File: config.mk
export PLATFORM = sky130hd
export DESIGN_NAME = spi_rr_scheduler
export DESIGN_NICKNAME = d
export VERILOG_FILES = /design/src/rtl/spi_rr_scheduler.sv
export SDC_FILE = /design/constraint.sdc
export NUM_CORES = 1
export LEC_CHECK = 0
export CAP_MARGIN = 15
export CORE_MARGIN = 2
export CORE_UTILIZATION = 30
export DETAILED_ROUTE_END_ITERATION = 12
export HOLD_SLACK_MARGIN = 0.02
export PLACE_DENSITY = 0.55
export SYNTH_ARGS = -nofsm -noshare
export SYNTH_HDL_FRONTEND = slang
export SYNTH_SLANG_ARGS = --single-unit
export TNS_END_PERCENT = 20
File: constraint.sdc
create_clock -name clk_i -period 5.8 [get_ports clk_i]
set_input_delay 0.87 -clock clk_i [delete_from_list [all_inputs] [get_ports clk_i]]
set_output_delay 0.87 -clock clk_i [all_outputs]
set_load 0.05 [all_outputs]
File: src/rtl/spi_rr_scheduler.sv
// -----------------------------------------------------------------------------
// spi_rr_scheduler
// Shares one SPI mode-0 bus (CPOL=0, CPHA=0) between NUM_REQ requesters. Each
// requester asks for one full-duplex DATA_W-bit transfer to its own slave. The
// block arbitrates round-robin, generates SCLK, drives one chip select, shifts
// MOSI out MSB first and captures MISO.
//
// Ports
//   clk_i      system clock, all logic on posedge
//   reset_i    asynchronous, active-high reset
//   req_i      level request, one bit per requester
//   wr_data_i  requester i transmit word in bits [i*DATA_W +: DATA_W]
//   grant_o    one-hot 1-clk pulse: word latched, requester is being served
//   done_o     one-hot 1-clk pulse: transfer finished, rd_data_o valid
//   rd_data_o  last received MISO word, held until the next done
//   busy_o     high whenever the scheduler is not idle
//   spi_clk_o  SCLK, idle low
//   cs_n_o     active-low chip selects, at most one low
//   mosi_o     serial data out
//   miso_i     serial data in
// -----------------------------------------------------------------------------
module spi_rr_scheduler #(
  parameter int NUM_REQ     = 4,
  parameter int DATA_W      = 8,
  parameter int HALF_PERIOD = 2,
  parameter int CS_GAP      = 2
) (
  input  logic                      clk_i,
  input  logic                      reset_i,
  input  logic [NUM_REQ-1:0]        req_i,
  input  logic [NUM_REQ*DATA_W-1:0] wr_data_i,
  output logic [NUM_REQ-1:0]        grant_o,
  output logic [NUM_REQ-1:0]        done_o,
  output logic [DATA_W-1:0]         rd_data_o,
  output logic                      busy_o,
  output logic                      spi_clk_o,
  output logic [NUM_REQ-1:0]        cs_n_o,
  output logic                      mosi_o,
  input  logic                      miso_i
);

  localparam int HP_W  = (HALF_PERIOD > 1) ? $clog2(HALF_PERIOD) : 1;
  localparam int GAP_W = (CS_GAP > 1) ? $clog2(CS_GAP) : 1;
  localparam int BIT_W = (DATA_W > 1) ? $clog2(DATA_W) : 1;
  localparam int PTR_W = (NUM_REQ > 1) ? $clog2(NUM_REQ) : 1;

  typedef enum logic [2:0] {S_IDLE, S_SETUP, S_SHIFT, S_HOLD, S_GAP} state_e;

  state_e              state_q, state_d;
  logic [HP_W-1:0]     hp_cnt_q, hp_cnt_d;
  logic [BIT_W-1:0]    bit_cnt_q, bit_cnt_d;
  logic [GAP_W-1:0]    gap_cnt_q, gap_cnt_d;
  logic                last_q, last_d;      // final falling SCLK edge already issued
  logic [PTR_W-1:0]    ptr_q, ptr_d;        // RR pointer; equals the served requester
  logic [DATA_W-1:0]   tx_q, tx_d;
  logic [DATA_W-1:0]   rx_q, rx_d;
  logic [DATA_W-1:0]   rd_data_q, rd_data_d;
  logic [NUM_REQ-1:0]  grant_q, grant_d;
  logic [NUM_REQ-1:0]  done_q, done_d;
  logic [NUM_REQ-1:0]  cs_n_q, cs_n_d;
  logic                spi_clk_q, spi_clk_d;
  logic                mosi_q, mosi_d;

  logic                hp_last, gap_last, any_req;
  logic [PTR_W-1:0]    arb_idx, cand;
  logic [NUM_REQ-1:0]  arb_oh, sel_oh;
  logic [DATA_W-1:0]   tx_slice, tx_shift;

  assign hp_last  = (hp_cnt_q == HP_W'(HALF_PERIOD - 1));
  assign gap_last = (gap_cnt_q == GAP_W'(CS_GAP - 1));
  assign arb_oh   = NUM_REQ'(1) << arb_idx;
  assign sel_oh   = NUM_REQ'(1) << ptr_q;
  assign tx_shift = tx_q << 1;

  // Round-robin search: first set request strictly after the pointer, wrapping.
  // NOTE: every signal written in an always_comb gets a default at the top so no
  // path leaves it unassigned, which would otherwise infer a latch.
  always_comb begin
    any_req = 1'b0;
    arb_idx = ptr_q;
    cand    = ptr_q;
    for (int i = 1; i <= NUM_REQ; i++) begin
      cand = PTR_W'((int'(ptr_q) + i) % NUM_REQ);
      if (!any_req && req_i[cand]) begin
        any_req = 1'b1;
        arb_idx = cand;
      end
    end
  end

  always_comb begin
    tx_slice = '0;
    for (int i = 0; i < NUM_REQ; i++) begin
      if (arb_idx == PTR_W'(i)) tx_slice = wr_data_i[i*DATA_W +: DATA_W];
    end
  end

  // State register.
  // NOTE: sequential state uses non-blocking assignments so every flop samples
  // the pre-edge value of every other flop.
  always_ff @(posedge clk_i or posedge reset_i) begin
    if (reset_i) state_q <= S_IDLE;
    else         state_q <= state_d;
  end

  // Next-state logic.
  always_comb begin
    state_d = state_q;
    unique case (state_q)
      S_IDLE:  if (any_req) state_d = S_SETUP;
      S_SETUP: if (hp_last) state_d = S_SHIFT;
      // Leave SHIFT at the end of the low half-period that follows the last fall.
      S_SHIFT: if (hp_last && !spi_clk_q && last_q) state_d = S_HOLD;
      S_HOLD:  if (hp_last) state_d = S_GAP;
      S_GAP:   if (hp_last && gap_last) state_d = S_IDLE;
      default: state_d = S_IDLE;
    endcase
  end

  // Output / datapath logic: next values of the registered outputs and shifters.
  always_comb begin
    hp_cnt_d  = hp_last ? '0 : hp_cnt_q + 1'b1;
    bit_cnt_d = bit_cnt_q;
    gap_cnt_d = gap_cnt_q;
    last_d    = last_q;
    ptr_d     = ptr_q;
    tx_d      = tx_q;
    rx_d      = rx_q;
    rd_data_d = rd_data_q;
    grant_d   = '0;
    done_d    = '0;
    cs_n_d    = cs_n_q;
    spi_clk_d = spi_clk_q;
    mosi_d    = mosi_q;
    unique case (state_q)
      S_IDLE: begin
        hp_cnt_d  = '0;
        bit_cnt_d = '0;
        gap_cnt_d = '0;
        last_d    = 1'b0;
        if (any_req) begin
          grant_d   = arb_oh;
          ptr_d     = arb_idx;
          tx_d      = tx_slice;
          mosi_d    = tx_slice[DATA_W-1];
          cs_n_d    = ~arb_oh;
          spi_clk_d = 1'b0;
        end
      end
      S_SETUP: begin
        // First rising SCLK edge: sample MISO as the clock goes high.
        if (hp_last) begin
          spi_clk_d = 1'b1;
          rx_d      = (rx_q << 1) | DATA_W'(miso_i);
        end
      end
      S_SHIFT: begin
        if (hp_last) begin
          if (spi_clk_q) begin
            spi_clk_d = 1'b0;
            if (bit_cnt_q == BIT_W'(DATA_W - 1)) begin
              last_d = 1'b1;
            end else begin
              bit_cnt_d = bit_cnt_q + 1'b1;
              tx_d      = tx_shift;
              mosi_d    = tx_shift[DATA_W-1];
            end
          end else if (!last_q) begin
            spi_clk_d = 1'b1;
            rx_d      = (rx_q << 1) | DATA_W'(miso_i);
          end
        end
      end
      S_HOLD: begin
        if (hp_last) begin
          cs_n_d    = '1;
          done_d    = sel_oh;
          rd_data_d = rx_q;
          mosi_d    = 1'b0;
        end
      end
      S_GAP: begin
        if (hp_last) gap_cnt_d = gap_last ? '0 : gap_cnt_q + 1'b1;
      end
      default: ;
    endcase
  end

  always_ff @(posedge clk_i or posedge reset_i) begin
    if (reset_i) begin
      hp_cnt_q  <= '0;
      bit_cnt_q <= '0;
      gap_cnt_q <= '0;
      last_q    <= 1'b0;
      ptr_q     <= PTR_W'(NUM_REQ - 1);
      tx_q      <= '0;
      rx_q      <= '0;
      rd_data_q <= '0;
      grant_q   <= '0;
      done_q    <= '0;
      cs_n_q    <= '1;
      spi_clk_q <= 1'b0;
      mosi_q    <= 1'b0;
    end else begin
      hp_cnt_q  <= hp_cnt_d;
      bit_cnt_q <= bit_cnt_d;
      gap_cnt_q <= gap_cnt_d;
      last_q    <= last_d;
      ptr_q     <= ptr_d;
      tx_q      <= tx_d;
      rx_q      <= rx_d;
      rd_data_q <= rd_data_d;
      grant_q   <= grant_d;
      done_q    <= done_d;
      cs_n_q    <= cs_n_d;
      spi_clk_q <= spi_clk_d;
      mosi_q    <= mosi_d;
    end
  end

  assign grant_o   = grant_q;
  assign done_o    = done_q;
  assign rd_data_o = rd_data_q;
  assign busy_o    = (state_q != S_IDLE);
  assign spi_clk_o = spi_clk_q;
  assign cs_n_o    = cs_n_q;
  assign mosi_o    = mosi_q;

endmodule

==> results of run 1 <==
[final timing paths]
kind                       slack (ns)         start  depth (start not counted)      endpoint
max in group asynchronous        4.05       reset_i                          2     done_o[2]
max                              2.40      ptr_q[0]                          8       tx_q[6]
max reg2reg                      2.40      ptr_q[0]                          8       tx_q[6]
min in group asynchronous        1.13       reset_i                          2  rd_data_o[0]
min reg2reg                      0.48  rd_data_o[4]                          2  rd_data_o[4]
min                              0.48  rd_data_o[4]                          2  rd_data_o[4]
[state kept, by name (all words and copies together), names as in the netlist]
signal     cells
rd_data_o      8
rx_q           8
tx_q           7
cs_n_o         4
done_o         4
grant_o        4
bit_cnt_q      3
state_q        3
ptr_q          2
gap_cnt_q      1
hp_cnt_q       1
last_q         1
mosi_o         1
spi_clk_o      1
[through the flow]
stage / hold slack [ns] / util [%]
floorplan: 0.4331 / -
global placement: 0.4471 / 38.57
detailed placement: 0.4604 / 38.57
CTS: 0.4829 / 39.65
global route: 0.5105 / 39.65
finish: 0.4814 / 39.65
[synthesized netlist by cell type (all sizes together), types with 3 or more instances]
master,count
o221ai,6
nand2,49
o211ai,3
a2bb2oi,4
nor2,17
ha,6
dfrtp,42
a41oi,3
a221oi,3
mux2,8
clkbuf,7
buf,5
o21ai,13
nand2b,3
and3,4
nand4,3
nand3,8
and2,6
inv,9
nor3,4
or3,3
dfstp,6
mux4,4
mux2i,21
a21oi,10
[power by group]
group | switching, mW | internal (mW) | leakage, nW
Clock | 0.112 | 0.0971 | 0.0445
Sequential | 0.132 | 0.482 | 0.595
Combinational | 0.754 | 0.504 | 0.847
[routing by layer]
metal | vias up | wire, um
met4 | 0 | 86
met2 | 34 | 3086
met1 | 1049 | 2881
met3 | 5 | 151
li1 | 1058 | -
met5 | - | 0
[cell type report]
cell class                 count  area (um^2)  area share [%]
clock buffer                   7        86.33           2.509
inverter                       9        33.78          0.9818
timing repair buffer          61        610.6           17.75
clock inverter                 1        7.507          0.2182
sequential                    48         1209           35.13
tap                          108        135.1           3.927
multi-input combinational    196         1359           39.49
[cells by family after synthesis]
logic type | Yosys count | share of synthesized area (%)
XOR/XNOR | 2 | 0.6562
AO/OA/AOI/OAI | 51 | 14.29
flip-flops | 48 | 45.27
multiplexers | 33 | 14.62
AND/OR/NAND/NOR | 104 | 18.51
buffers and inverters | 21 | 3.842
adder cells (fa/ha/maj) | 6 | 2.812
[critical path: stages (launching register included)]
cell,delay [ns]
sky130_fd_sc_hd__dfstp_2,0.76
sky130_fd_sc_hd__inv_1,0.21
sky130_fd_sc_hd__ha_1,0.49
sky130_fd_sc_hd__mux4_2,0.30
sky130_fd_sc_hd__nor2b_2,0.25
sky130_fd_sc_hd__nor2_4,0.06
sky130_fd_sc_hd__xnor2_1,0.70
sky130_fd_sc_hd__nand2b_1,0.34
sky130_fd_sc_hd__o221ai_1,0.17
==> flow_metrics.env, run 1 <==
export IMPL_gp_routability_congestion=0.8345
export IMPL_num_nets_final=366
export IMPL_setup_viol_count_final=0
export IMPL_grt_util_met2_pct=21.30
export IMPL_n_fill_cell=886
export IMPL_synth_enable_flop_cells=0
export IMPL_drv_slew=0
export IMPL_gr_usage_met3_pct=1.575
export IMPL_synth_flop_cell="sky130_fd_sc_hd__dfrtp_1"
export IMPL_flow_area_growth_from_synthesis_pct=28.87
export IMPL_synth_ff_latch_count=48
export IMPL_grt_setup_unrepaired="false"
export IMPL_synth_top_cells_by_area="sky130_fd_sc_hd__dfrtp_1 39%, sky130_fd_sc_hd__mux2i_1 7.9%, sky130_fd_sc_hd__nand2_1 6.9%"
export IMPL_ctsHtreeMaxLevel=2
export IMPL_dp_final_hpwl_mm=4.707
export IMPL_core_rowCount=34
export IMPL_antenna_cell_count=0
export IMPL_detail_route_iter0_violations=109
export IMPL_via_per_inst=4.991
export IMPL_yosysWarnings=0
export IMPL_syn_nets=310
export IMPL_tritoncts_clock_tree="done"
export IMPL_aggregate_routed_wire_length_mm=6.206
export IMPL_synth_avg_cell_area_um2=10.08
export IMPL_cts_sinks=48
export IMPL_ratio_of_cells_with_drive_above_1_in_the_final_layout_pct=10.56
export IMPL_placedInstanceArea_mm2=0.003347
export IMPL_static_leakage_power_nw=1.487
export IMPL_final_setup_worst_slack_ns=2.395
export IMPL_design_die_area_mm2=0.009671
export IMPL_cts_buffers=5
export IMPL_grt_first_pass_wirelength_mm=10.39
export IMPL_clockRootBuffer="sky130_fd_sc_hd__clkbuf_8"
export IMPL_timing_setup_critical_path_class="flop to flop"
export IMPL_crit_path_start_kind="flop"
export IMPL_detail_route_wl_per_cell_um=14.43
export IMPL_netlist_top_cell_by_area="sky130_fd_sc_hd__dfrtp_1"
export IMPL_post_place_ws_ns=2.233
export IMPL_grt_max_degree=49
export IMPL_drt_first_pass_iters=4
export IMPL_num_vias=2146
export IMPL_mostFrequentLayoutCells="61 x sky130_fd_sc_hd__clkdlybuf4s50_1, 49 x sky130_fd_sc_hd__nand2_1, 42 x sky130_fd_sc_hd__dfrtp_1"
export IMPL_worst_pin_slew_ns=1.002
export IMPL_portBuffers=61
export IMPL_worst_skew_pair_late_latency_ns=0.30
export IMPL_fin_tns_setup_ns=0
export IMPL_hold_viol_final=0
export IMPL_power_per_cell_area_mw_per_mm2=604.8
export IMPL_max_cap_viol_count=0
export IMPL_run_status="finished clean"
export IMPL_grt_pass1_vias=2113
export IMPL_clockBufferDepth=2
export IMPL_synth_seq_area_share_pct=45.27
export IMPL_worst_clk_skew_ns=0.008893
export IMPL_timing_critical_path_to_type="flop"
export IMPL_achievable_frequency_mhz=293.7
export IMPL_postSynth_asyncResetShare_pct=100.0
export IMPL_total_power_mw=2.081
export IMPL_mappedNetlistArea_mm2=0.002670
export IMPL_final_antenna_net_count=0
export IMPL_share_of_the_synthesized_area_in_the_top_cell_type_pct=39.36
export IMPL_top_level_ports=62
export IMPL_cts_repair_timing_setup_buffer_count=0
export IMPL_worstPathRequired_ns=5.97
export IMPL_dp_cells=422
export IMPL_synth_cell_types=48
export IMPL_ir_worst_vdd_mv=0.2622
export IMPL_final_instance_count_excl_fill=430
export IMPL_grt_remaining_overflow=0
export IMPL_worstHoldPathType="flop to flop"
export IMPL_relative_max_transition_margin_pct=33.12
export IMPL_start_util_pct=30.77
export IMPL_antenna_found_initial=0
export IMPL_die_w_um=98.34
export IMPL_most_frequent_standard_cell_in_the_layout_excluding_fill_and_tap_cells="sky130_fd_sc_hd__clkdlybuf4s50_1"
export IMPL_cts_repair_resized=0
export IMPL_chipHeight_um=98.34
export IMPL_final_min_clock_period_ns=3.405
export IMPL_postSynthCellCount=265
export IMPL_global_route_peak_usage_layer="met2"
export IMPL_post_route_cell_area_mm2=0.003441
export IMPL_critical_path_max_fanout=15
export IMPL_post_cts_hold_buffer_count=0
export IMPL_path_clk_slew_ns=0.09
export IMPL_worst_ep_arrival_time_ns=3.58
export IMPL_grt_use_met1_pct=18.10
export IMPL_route_detailed_drc=0
export IMPL_share_of_the_clock_period_used_by_the_worst_path_pct=58.70
export IMPL_core_mm2=0.008678
export IMPL_grt_usage_pct=13.03
(Power assumes the default switching activity.)
==> inputs of run 2 (changes only) <==
==> constraint.sdc (replaced) <==
create_clock -name clk_i -period 3.4 [get_ports clk_i]
set_input_delay 0.51 -clock clk_i [delete_from_list [all_inputs] [get_ports clk_i]]
set_output_delay 0.51 -clock clk_i [all_outputs]
set_load 0.05 [all_outputs]
==> flow_metrics.env, run 2 (synthesis gave the netlist of run 1 again) <==
export IMPL_final_setup_worst_slack_ns=0.4396
export IMPL_post_place_ws_ns=0.3200
export IMPL_num_nets_final=370
export IMPL_grt_usage_pct=13.37
export IMPL_chipHeight_um=98.34
export IMPL_critical_path_max_fanout=17
export IMPL_post_cts_hold_buffer_count=0
export IMPL_power_per_cell_area_mw_per_mm2=1046
export IMPL_worstHoldPathType="flop to flop"
export IMPL_tritoncts_clock_tree="done"
export IMPL_timing_critical_path_to_type="flop"
export IMPL_ir_worst_vdd_mv=0.4111
export IMPL_flow_area_growth_from_synthesis_pct=30.13
export IMPL_clockRootBuffer="sky130_fd_sc_hd__clkbuf_8"
export IMPL_path_clk_slew_ns=0.10
export IMPL_run_status="finished clean"
export IMPL_hold_viol_final=0
export IMPL_whs_path_depth=2
export IMPL_worst_ep_arrival_time_ns=3.13
export IMPL_cts_buffers=5
export IMPL_share_of_the_clock_period_used_by_the_worst_path_pct=87.07
export IMPL_r2r_end="tx_q[3]"
export IMPL_antenna_cell_count=0
export IMPL_ctsHtreeMaxLevel=2
export IMPL_r2r_cells=8
export IMPL_ratio_of_cells_with_drive_above_1_in_the_final_layout_pct=11.96
export IMPL_num_vias=2170
export IMPL_portBuffers=61
export IMPL_top_level_ports=62
export IMPL_max_cap_viol_count=0
export IMPL_timing_hold_worst_start="rx_q[7]"
export IMPL_cts_sinks=48
export IMPL_via_per_inst=5.000
export IMPL_cts_repair_timing_setup_buffer_count=0
export IMPL_grt_first_pass_wirelength_mm=10.76
export IMPL_static_leakage_power_nw=1.505
export IMPL_core_mm2=0.008678
export IMPL_worst_pin_slew_ns=0.9839
export IMPL_achievable_frequency_mhz=337.8
export IMPL_gp_routability_congestion=0.7957
export IMPL_drv_slew=0
export IMPL_post_route_cell_area_mm2=0.003475
export IMPL_grt_pass1_vias=2158
export IMPL_relative_max_transition_margin_pct=34.31
export IMPL_mostFrequentLayoutCells="61 x sky130_fd_sc_hd__clkdlybuf4s50_1, 49 x sky130_fd_sc_hd__nand2_1, 42 x sky130_fd_sc_hd__dfrtp_1"
export IMPL_timing_setup_critical_path_class="flop to flop"
export IMPL_design_die_area_mm2=0.009671
export IMPL_final_min_clock_period_ns=2.960
export IMPL_worstHoldEndpoint="rd_data_o[7]"
export IMPL_finalCoreUtilization_pct=40.04
export IMPL_worst_skew_pair_late_latency_ns=0.30
export IMPL_hold_ws_ns=0.4709
export IMPL_clockBufferDepth=2
export IMPL_worst_clk_skew_ns=0.007132
export IMPL_setup_viol_count_final=0
export IMPL_detail_route_wl_per_cell_um=14.73
export IMPL_worstPathRequired_ns=3.57
export IMPL_core_rowCount=34
export IMPL_grt_remaining_overflow=0
export IMPL_worst_r2r_setup_slack_ns=0.44
export IMPL_cts_repair_resized=0
export IMPL_route_detailed_drc=0
export IMPL_total_power_mw=3.633
export IMPL_final_instance_count_excl_fill=434
export IMPL_grt_max_degree=49
export IMPL_placedInstanceArea_mm2=0.003377
export IMPL_final_antenna_net_count=0
export IMPL_dp_final_hpwl_mm=4.844
export IMPL_die_w_um=98.34
export IMPL_grt_setup_unrepaired="false"
export IMPL_drt_first_pass_iters=4
export IMPL_start_util_pct=30.77
export IMPL_fin_tns_setup_ns=0
export IMPL_antenna_found_initial=0
export IMPL_aggregate_routed_wire_length_mm=6.391
export IMPL_dp_cells=426
export IMPL_crit_path_start_kind="flop"
export IMPL_detail_route_iter0_violations=150
export IMPL_timing_rr_start="ptr_q[0]"
export IMPL_most_frequent_standard_cell_in_the_layout_excluding_fill_and_tap_cells="sky130_fd_sc_hd__clkdlybuf4s50_1"
run 2: cell count changes in the layout (fill, tap and decap cells not counted):
cell,before,now
sky130_fd_sc_hd__clkbuf_1,1,0
sky130_fd_sc_hd__buf_4,0,4
sky130_fd_sc_hd__clkinvlp_4,1,2
run 2: how the worst max path moves through the flow:
stage	from	end	slack [ns]
after floorplan	ptr_q[0]	tx_q[3]	0.41
after global placement	req_i[2]	tx_q[3]	0.37
after detailed placement	req_i[2]	tx_q[3]	0.32
after CTS	ptr_q[0]	tx_q[2]	0.41
after global routing	ptr_q[0]	tx_q[5]	0.21
final	ptr_q[0]	tx_q[3]	0.44
run 2: power by group:
group	internal (mW)	switching (mW)	total (mW)	leakage [nW]
registers	0.820	0.174	0.994	0.595
clock network	0.165	0.198	0.363	0.0434
logic	0.914	1.36	2.28	0.866
run 2: layout make-up:
| cell class | instances | area, um^2 |
|---|---|---|
| Multi-Input combinational cell | 196 | 1359 |
| Clock buffer | 6 | 82.58 |
| Sequential cell | 48 | 1209 |
| Clock inverter | 2 | 15.01 |
| Tap cell | 108 | 135.1 |
| Timing Repair Buffer | 65 | 640.6 |
| Fill cell | 904 | 5204 |
| Inverter | 9 | 33.78 |
run 2: metal layers:
layer	wire length, um	up-vias	track usage (%)
li1	-	1073	-
met1	2986	1045	18.87
met2	3150	48	21.77
met3	190	4	1.503
met4	63	0	3.899
met5	0	-	0
run 2: worst max-delay path: stages (launching register included):
cell and delay (ns):
sky130_fd_sc_hd__dfstp_2 0.53, sky130_fd_sc_hd__inv_1 0.12, sky130_fd_sc_hd__ha_1 0.47, sky130_fd_sc_hd__mux4_2 0.44
sky130_fd_sc_hd__nor3_2 0.20, sky130_fd_sc_hd__a221oi_2 0.08, sky130_fd_sc_hd__o21ai_4 0.53, sky130_fd_sc_hd__mux2i_1 0.31
sky130_fd_sc_hd__o221ai_1 0.14
==> inputs of run 3 (changes only) <==
--- a/config.mk
+++ b/config.mk
@@ -5,9 +5,10 @@
 export SDC_FILE = /design/constraint.sdc
 export NUM_CORES = 1
 export LEC_CHECK = 0
-export CAP_MARGIN = 15
+export CAP_MARGIN = 30
 export CORE_MARGIN = 2
 export CORE_UTILIZATION = 30
+export CTS_CLUSTER_DIAMETER = 200
 export DETAILED_ROUTE_END_ITERATION = 12
 export HOLD_SLACK_MARGIN = 0.02
 export PLACE_DENSITY = 0.55
==> flow_metrics.env, run 3 (synthesis gave the netlist of run 1 again) <==
export IMPL_run_status="finished clean"
export IMPL_combinational_cell_fraction_of_total_power_pct=62.7
export IMPL_path_clk_slew_ns=0.09
export IMPL_worstPathRequired_ns=3.60
export IMPL_design_die_area_mm2=0.009671
export IMPL_aggregate_routed_wire_length_mm=6.352
export IMPL_fin_tns_setup_ns=0
export IMPL_antenna_found_initial=0
export IMPL_crit_path_start="ptr_q[0]"
export IMPL_clockRootBuffer="sky130_fd_sc_hd__clkbuf_8"
export IMPL_grt_usage_pct=13.69
export IMPL_cts_repair_timing_setup_buffer_count=0
export IMPL_achievable_frequency_mhz=342.0
export IMPL_mostFrequentLayoutCells="61 x sky130_fd_sc_hd__clkdlybuf4s50_1, 49 x sky130_fd_sc_hd__nand2_1, 42 x sky130_fd_sc_hd__dfrtp_1"
export IMPL_switchingPower_mw=1.719
export IMPL_timing_setup_critical_path_class="flop to flop"
export IMPL_relative_max_transition_margin_pct=39.74
export IMPL_hold_viol_final=0
export IMPL_crit_path_end="tx_q[5]"
export IMPL_gp_routability_congestion=0.7957
export IMPL_num_vias=2204
export IMPL_drv_slew=0
export IMPL_share_of_the_clock_period_used_by_the_worst_path_pct=86.01
export IMPL_route_detailed_drc=0
export IMPL_portBuffers=61
export IMPL_chipHeight_um=98.34
export IMPL_num_nets_final=371
export IMPL_max_cap_viol_count=0
export IMPL_cts_sinks=48
export IMPL_worstPathCellList="inv_1 -> ha_1 -> mux4_2 -> nor3_2 -> a221oi_2 -> o21ai_4 -> mux2i_1 -> a221oi_1"
export IMPL_grt_max_degree=36
export IMPL_core_rowCount=34
export IMPL_via_per_inst=5.067
export IMPL_pwr_share_clk_pct=9.9
export IMPL_grt_setup_unrepaired="false"
export IMPL_clockBufferDepth=2
export IMPL_most_frequent_standard_cell_in_the_layout_excluding_fill_and_tap_cells="sky130_fd_sc_hd__clkdlybuf4s50_1"
export IMPL_worstHoldPathType="input pin to asynchronous set/reset pin"
export IMPL_hold_ws_ns=0.4703
export IMPL_net_switching_fraction_of_the_power_pct=47.49
export IMPL_worst_r2r_setup_slack_ns=0.48
export IMPL_static_leakage_power_nw=1.515
export IMPL_post_cts_hold_buffer_count=0
export IMPL_detail_route_wl_per_cell_um=14.60
export IMPL_ctsHtreeMaxLevel=2
export IMPL_final_min_clock_period_ns=2.924
export IMPL_antenna_cell_count=0
export IMPL_setup_viol_count_final=0
export IMPL_grt_pass1_vias=2196
export IMPL_final_antenna_net_count=0
export IMPL_grt_first_pass_wirelength_mm=10.83
export IMPL_r2r_end="tx_q[5]"
export IMPL_p_int_mw=1.901
export IMPL_timing_rr_start="ptr_q[0]"
export IMPL_ir_worst_vdd_mv=0.3877
export IMPL_share_seq_of_total_power_pct=27.4
export IMPL_top_level_ports=62
export IMPL_r2r_cells=8
export IMPL_dp_final_hpwl_mm=4.882
export IMPL_worst_clk_skew_ns=0.003251
export IMPL_tritoncts_clock_tree="done"
export IMPL_worst_pin_slew_ns=0.8999
export IMPL_worst_skew_pair_late_latency_ns=0.30
export IMPL_critical_path_max_stage_delay_ns=0.53
export IMPL_flow_area_growth_from_synthesis_pct=30.74
export IMPL_power_per_cell_area_mw_per_mm2=1037
export IMPL_core_mm2=0.008678
export IMPL_detail_route_iter0_violations=116
export IMPL_crit_path_start_kind="flop"
export IMPL_cts_repair_resized=0
export IMPL_ratio_of_cells_with_drive_above_1_in_the_final_layout_pct=11.93
export IMPL_critical_path_max_fanout=17
export IMPL_critical_path_slowest_cell="sky130_fd_sc_hd__dfstp_2"
export IMPL_start_util_pct=30.77
export IMPL_total_power_mw=3.621
export IMPL_cts_buffers=5
export IMPL_grt_remaining_overflow=0
export IMPL_timing_critical_path_to_type="flop"
export IMPL_die_w_um=98.34
export IMPL_worst_ep_arrival_time_ns=3.13
export IMPL_drt_first_pass_iters=4
run 3: cell types whose count changed in the layout (fill, tap and decap cells not counted):
cell | before | now
sky130_fd_sc_hd__buf_12 | 0 | 1
sky130_fd_sc_hd__clkbuf_1 | 0 | 1
sky130_fd_sc_hd__clkinvlp_4 | 2 | 1
run 3: layout make-up:
class                      count  area [um^2]
multi-input combinational    196         1359
inverter                       9        33.78
clock inverter                 1        7.507
timing repair buffer          66        660.6
fill                         898         5187
sequential                    48         1209
clock buffer                   7        86.33
tap                          108        135.1
run 3: how the worst min path moves through the flow:
stage              endpoint  cells past startpoint  startpoint  slack (ns)
4_1_cts        rd_data_o[0]                      2     reset_i        0.47
3_3_place_gp   rd_data_o[7]                      2     rx_q[7]        0.45
2_1_floorplan  rd_data_o[7]                      2     rx_q[7]        0.43
3_5_place_dp   rd_data_o[7]                      2     rx_q[7]        0.45
6_report       rd_data_o[0]                      2     reset_i        0.47
5_1_grt        rd_data_o[1]                      2     reset_i        0.50
run 3: power groups by stage:
stage	registers, mW	logic [mW]	clock network (mW)
finish	0.992	2.27	0.359
global route	1.03	2.49	0.392
CTS	0.995	2.29	0.373
detailed placement	1.01	2.28	0
global placement	1.00	2.26	0
floorplan	1.25	1.54	0
run 3: stage by stage:
step	cell area (um^2)	setup slack (ns)	instances	util, %
2_1_floorplan	2670	0.4137	265	-
3_3_place_gp	3377	0.3713	426	38.91
3_5_place_dp	3397	0.3341	427	39.14
4_1_cts	3491	0.4161	435	40.22
5_1_grt	3491	0.2228	435	40.22
6_report	3491	0.4756	435	40.22
run 3: layer usage:
| metal | vias up | routed length, um | global-route usage, % |
|---|---|---|---|
| met3 | 9 | 166 | 2.291 |
| met1 | 1085 | 2923 | 18.74 |
| met4 | 0 | 106 | 5.058 |
| li1 | 1073 | - | - |
| met2 | 37 | 3156 | 21.87 |
| met5 | - | 0 | 0 |
run 3: critical path, delay by kind of cell (launching register included):
| family | cells | cell delay, ns |
|---|---|---|
| adders and majority gates | 1 | 0.48 |
| AOI/OAI and AO/OA | 3 | 0.90 |
| DFF | 1 | 0.53 |
| muxes | 2 | 0.60 |
| and+or+nand+nor | 1 | 0.20 |
| buffers and inverters | 1 | 0.11 |
